[config.mk]
export PLATFORM = sky130hd
export DESIGN_NAME = parallel_in_serial_out_tx
export DESIGN_NICKNAME = d
export VERILOG_FILES = /design/src/rtl/piso_pkg.sv /design/src/rtl/parallel_in_serial_out_tx.sv
export SDC_FILE = /design/constraint.sdc
export NUM_CORES = 1
export LEC_CHECK = 0
export CAP_MARGIN = 20
export CORE_AREA = 2 2 39 41
export CTS_CLUSTER_DIAMETER = 40
export CTS_CLUSTER_SIZE = 16
export DETAILED_ROUTE_END_ITERATION = 16
export DIE_AREA = 0 0 41 43
export SLEW_MARGIN = 20
export SYNTH_ARGS = -nofsm -noshare
export SYNTH_HDL_FRONTEND = slang
export SYNTH_SLANG_ARGS = --single-unit
[constraint.sdc]
create_clock -name Clk -period 1.5 [get_ports Clk]
set_input_delay 0.3 -clock Clk [delete_from_list [all_inputs] [get_ports Clk]]
set_output_delay 0.3 -clock Clk [all_outputs]
set_load 0.02 [all_outputs]
[src/rtl/piso_pkg.sv]
// Shared definitions for the parallel-in/serial-out link transmitter:
// FSM state encodings, default word width and the bit-counter width helper.
package piso_pkg;

    localparam int PISO_WIDTH = 4;

    typedef enum logic [1:0] {
        ST_IDLE   = 2'd0,
        ST_SHIFT  = 2'd1,
        ST_PARITY = 2'd2
    } state_t;

    // A one-bit counter is still needed for the degenerate two-bit word.
    function automatic int cntW(input int width);
        if (width <= 2) begin
            return 1;
        end else begin
            return $clog2(width);
        end
    endfunction

    // Even parity over a captured word.
    function automatic logic evenParity(input logic [PISO_WIDTH*8-1:0] word, input int width);
        logic acc;
        acc = 1'b0;
        for (int i = 0; i < width; i++) begin
            acc = acc ^ word[i];
        end
        return acc;
    endfunction

endpackage

[src/rtl/parallel_in_serial_out_tx.sv]
// Transmit end of the shift-register serial link: Load/Ready word capture,
// ShiftEn-paced serialisation. Optional trailing even-parity bit via `PARITY_EN.
module parallel_in_serial_out_tx
    import piso_pkg::*;
#(
    parameter int WIDTH     = PISO_WIDTH,
    parameter bit MSB_FIRST = 1'b1
) (
    input  logic             Clk,
    input  logic             ResetN,
    input  logic [WIDTH-1:0] ParallelIn,
    input  logic             Load,
    output logic             Ready,
    input  logic             ShiftEn,
    output logic             ShiftOut,
    output logic             Busy,
    output logic             Done
);

    localparam int CW = cntW(WIDTH);
    localparam logic [CW-1:0] LAST_CNT = CW'(WIDTH - 1);

    state_t           state_r;
    logic [WIDTH-1:0] shiftReg_r;
    logic [CW-1:0]    bitCnt_r;
    logic             done_r;
    logic [WIDTH-1:0] shiftNext_s;
    logic             head_s;
`ifdef PARITY_EN
    logic             parity_r;
`endif

    // Next shift-register value: move toward the head bit, fill with zero.
    always_comb begin
        shiftNext_s = shiftReg_r;
        head_s      = 1'b0;
        if (MSB_FIRST) begin
            shiftNext_s = {shiftReg_r[WIDTH-2:0], 1'b0};
            head_s      = shiftReg_r[WIDTH-1];
        end else begin
            shiftNext_s = {1'b0, shiftReg_r[WIDTH-1:1]};
            head_s      = shiftReg_r[0];
        end
    end

    // FSM, shift register, bit counter and Done pulse.
    always_ff @(posedge Clk or negedge ResetN) begin
        if (!ResetN) begin
            state_r    <= ST_IDLE;
            shiftReg_r <= '0;
            bitCnt_r   <= '0;
            done_r     <= 1'b0;
`ifdef PARITY_EN
            parity_r   <= 1'b0;
`endif
        end else begin
            done_r <= 1'b0;
            case (state_r)
                ST_IDLE: begin
                    if (Load) begin
                        shiftReg_r <= ParallelIn;
                        bitCnt_r   <= '0;
                        state_r    <= ST_SHIFT;
`ifdef PARITY_EN
                        parity_r   <= ^ParallelIn;
`endif
                    end else begin
                        state_r <= ST_IDLE;
                    end
                end
                ST_SHIFT: begin
                    if (ShiftEn) begin
                        shiftReg_r <= shiftNext_s;
                        if (bitCnt_r == LAST_CNT) begin
                            bitCnt_r <= '0;
`ifdef PARITY_EN
                            state_r  <= ST_PARITY;
`else
                            state_r  <= ST_IDLE;
                            done_r   <= 1'b1;
`endif
                        end else begin
                            bitCnt_r <= bitCnt_r + CW'(1);
                        end
                    end else begin
                        state_r <= ST_SHIFT;
                    end
                end
`ifdef PARITY_EN
                ST_PARITY: begin
                    if (ShiftEn) begin
                        state_r <= ST_IDLE;
                        done_r  <= 1'b1;
                    end else begin
                        state_r <= ST_PARITY;
                    end
                end
`endif
                default: begin
                    state_r    <= ST_IDLE;
                    shiftReg_r <= '0;
                    bitCnt_r   <= '0;
                end
            endcase
        end
    end

    // Line and handshake decode straight from registered state.
    always_comb begin
        ShiftOut = 1'b0;
        case (state_r)
            ST_SHIFT:  ShiftOut = head_s;
`ifdef PARITY_EN
            ST_PARITY: ShiftOut = parity_r;
`endif
            default:   ShiftOut = 1'b0;
        endcase
    end

    assign Ready = (state_r == ST_IDLE);
    assign Busy  = ~Ready;
    assign Done  = done_r;

endmodule

==> results.ini <==
[outcome]
outcome=finished clean

[finish]
n_antenna_cell=0
finalNetCount=60
nFillCells=141
layout-drive-gt1-share_pct=16.3
area_growth_pct=35.3

[clock_tree]
clock-root-buffer=clkbuf_4
cts_tree=built
cts_hold_buffers=0
cts_buffers=3
clk_path_buf_depth=2
clock_latency_ps=270
path_clk_slew_ps=60
cts_sinks=8
htreeDepth=1

[worst_setup_path]
end_kind=primary output
arrival_ps=1120
r2r_setup_slack_ps=360
cp.required_ps=1200
critPathLaunchType=register
r2r_cells=3
cp_max_fo=4
critical_path_class=register to primary output

[synthesis]
syn_area_um2=429
synth_cells=34
syn_avg_cell_area_um2=12.6
ys_seq_area_share_pct=46.6
ys_types=15
ys_seq_elements=8
yosys_warnings=0
syn_nets=43

[route]
drc=0
wl_um=930
drtPass1Iterations=2
routed_via_density=4.83
vias=314
wire_per_inst_um=14.3
ant_nets=0
drt_iter0_drc=2

[timing]
min_period_over_period_pct=94.9
finalSetupTns_ps=0
setup_violations=0
slew_headroom_pct=75.6
worstMarginPinSlew_ps=365
hold_viol_final=0
skew_ps=6.51
timing.fmax_ghz=0.703
drv_slew=0
finalCriticalPeriod_ps=1420
holdWs_ps=306
rsz0062_at_grt=no

[die]
die_y_um=43
ioPinCount=12
die_area_mm2=0.00176
die_x_um=41
coreArea_mm2=0.00138
rows=14
start_util_pct=31.0

[placement]
io_buffers=11
place.gp.congestion=0.718

[power]
power.density_mw_per_mm2=1580
power_frac_seq_pct=40.3
p_int_mw=0.586
p_comb_share_pct=40.4
p_sw_share_pct=36.3
p_clk_share_pct=19.4
cellLeakagePower_nw=0.326
ir_drop_v=0.000668
netSwitchingPower_mw=0.334

[grt]
antenna_found_initial=0
grt-ovfl-total=0
grt_pass1_vias=364
grt_max_degree=10
grt_pass1_wl_um=1610
grt_usage_pct=15.7

[job]
cap_violations=0

[worst_hold_path]
hold_path.class=input port to asynchronous set/reset pin

cells in the mapped netlist:
master,n,area [um2]
nand3b_1,1,7.51
buf_6,2,22.5
o21ai_0,1,5.00
o2bb2ai_1,1,8.76
mux2i_1,11,110
and2_1,1,6.26
ha_1,1,12.5
inv_1,1,3.75
and4bb_1,1,12.5
nor2_1,2,7.51
buf_4,1,7.51
and3_2,1,7.51
and3b_1,1,8.76
dfrtp_1,8,200
a211o_1,1,8.76
power by group through the flow:
stage | sequential, mW | clock, mW | combinational [mW]
global route | 0.383 | 0.194 | 0.413
detailed placement | 0.376 | 0 | 0.404
CTS | 0.373 | 0.184 | 0.380
global placement | 0.364 | 0 | 0.381
floorplan | 0.374 | 0 | 0.249
finish | 0.370 | 0.178 | 0.371
what timing repair did:
| action | in CTS | in global routing |
|---|---|---|
| buffers inserted | 0 | 0 |
| gates resized for setup | 3 | 1 |
| setup endpoints to repair | 3 | 1 |
| pin swaps | 0 | 0 |
worst max-delay path: stages (launching register included):
cell and delay [ps]:
dfrtp_1 400, and2_1 140, dlygate4sd2_1 310
sequential cells by signal, summed over array words and instances, names as in the netlist:
name,cells
bitCnt_r,2
state_r,1
shiftReg_r,4
Done,1
final timing paths:
path / start / end
min in group Clk: bitCnt_r[1]$_DFFE_PN0P_ / bitCnt_r[1]$_DFFE_PN0P_
worst max-delay path: state_r[0]$_DFFE_PN0P_ / ShiftOut
worst max register to register: state_r[0]$_DFFE_PN0P_ / bitCnt_r[0]$_DFFE_PN0P_
max in group asynchronous: ResetN / shiftReg_r[1]$_DFFE_PN0P_
worst min-delay path: ResetN / state_r[0]$_DFFE_PN0P_
worst min register to register: bitCnt_r[1]$_DFFE_PN0P_ / bitCnt_r[1]$_DFFE_PN0P_
cell type report:
class	count	area, um2	area share (%)
inverter	1	3.75	0.647
sequential	8	200	34.5
multi-input combinational	22	195	33.6
tap	16	20.0	3.45
clock buffer	3	22.5	3.88
timing repair buffer	15	139	23.9
cells by family after synthesis:
group                      after synthesis  share of synthesized area [%]
DFF                                      8                           46.6
buffers and inverters                    4                           7.87
muxes                                   11                           25.7
and+or+nand+nor                          7                           11.7
adders and majority gates                1                           2.91
AOI/OAI and AO/OA                        3                           5.25
stage by stage:
step / power, mW / instance area [um2] / instances / util, % / setup WS, ps
2_1_floorplan: 0.623 / 429 / 34 / - / 348
3_3_place_gp: 0.745 / 559 / 62 / 40.4 / 62.2
3_5_place_dp: 0.780 / 559 / 62 / 40.4 / 43.2
4_1_cts: 0.936 / 578 / 65 / 41.8 / 6.08
5_1_grt: 0.990 / 581 / 65 / 42.0 / 30.6
6_report: 0.920 / 581 / 65 / 42.0 / 76.9
cell usage in the layout, fill, tap and decap left out:
master and count:
clkbuf_4 3, o21ai_0 1, and3_2 1, a211o_1 1, clkdlybuf4s50_1 7, dlygate4sd2_1 3, and4bb_1 1, buf_4 4
nor2_1 2, dlymetal6s2s_1 1, inv_1 1, mux2i_1 11, ha_1 1, and3b_1 1, nand3b_1 1, dfrtp_1 8
o2bb2ai_1 1, and2_1 1
routing by layer:
metal | global-route usage (%) | wire length (um) | up-vias
li1 | - | - | 150
met2 | 23.4 | 498 | 11
met3 | 7.85 | 55 | 5
met5 | 0 | 0 | -
met4 | 16.0 | 51 | 0
met1 | 13.5 | 324 | 148
(Power assumes the default switching activity.)
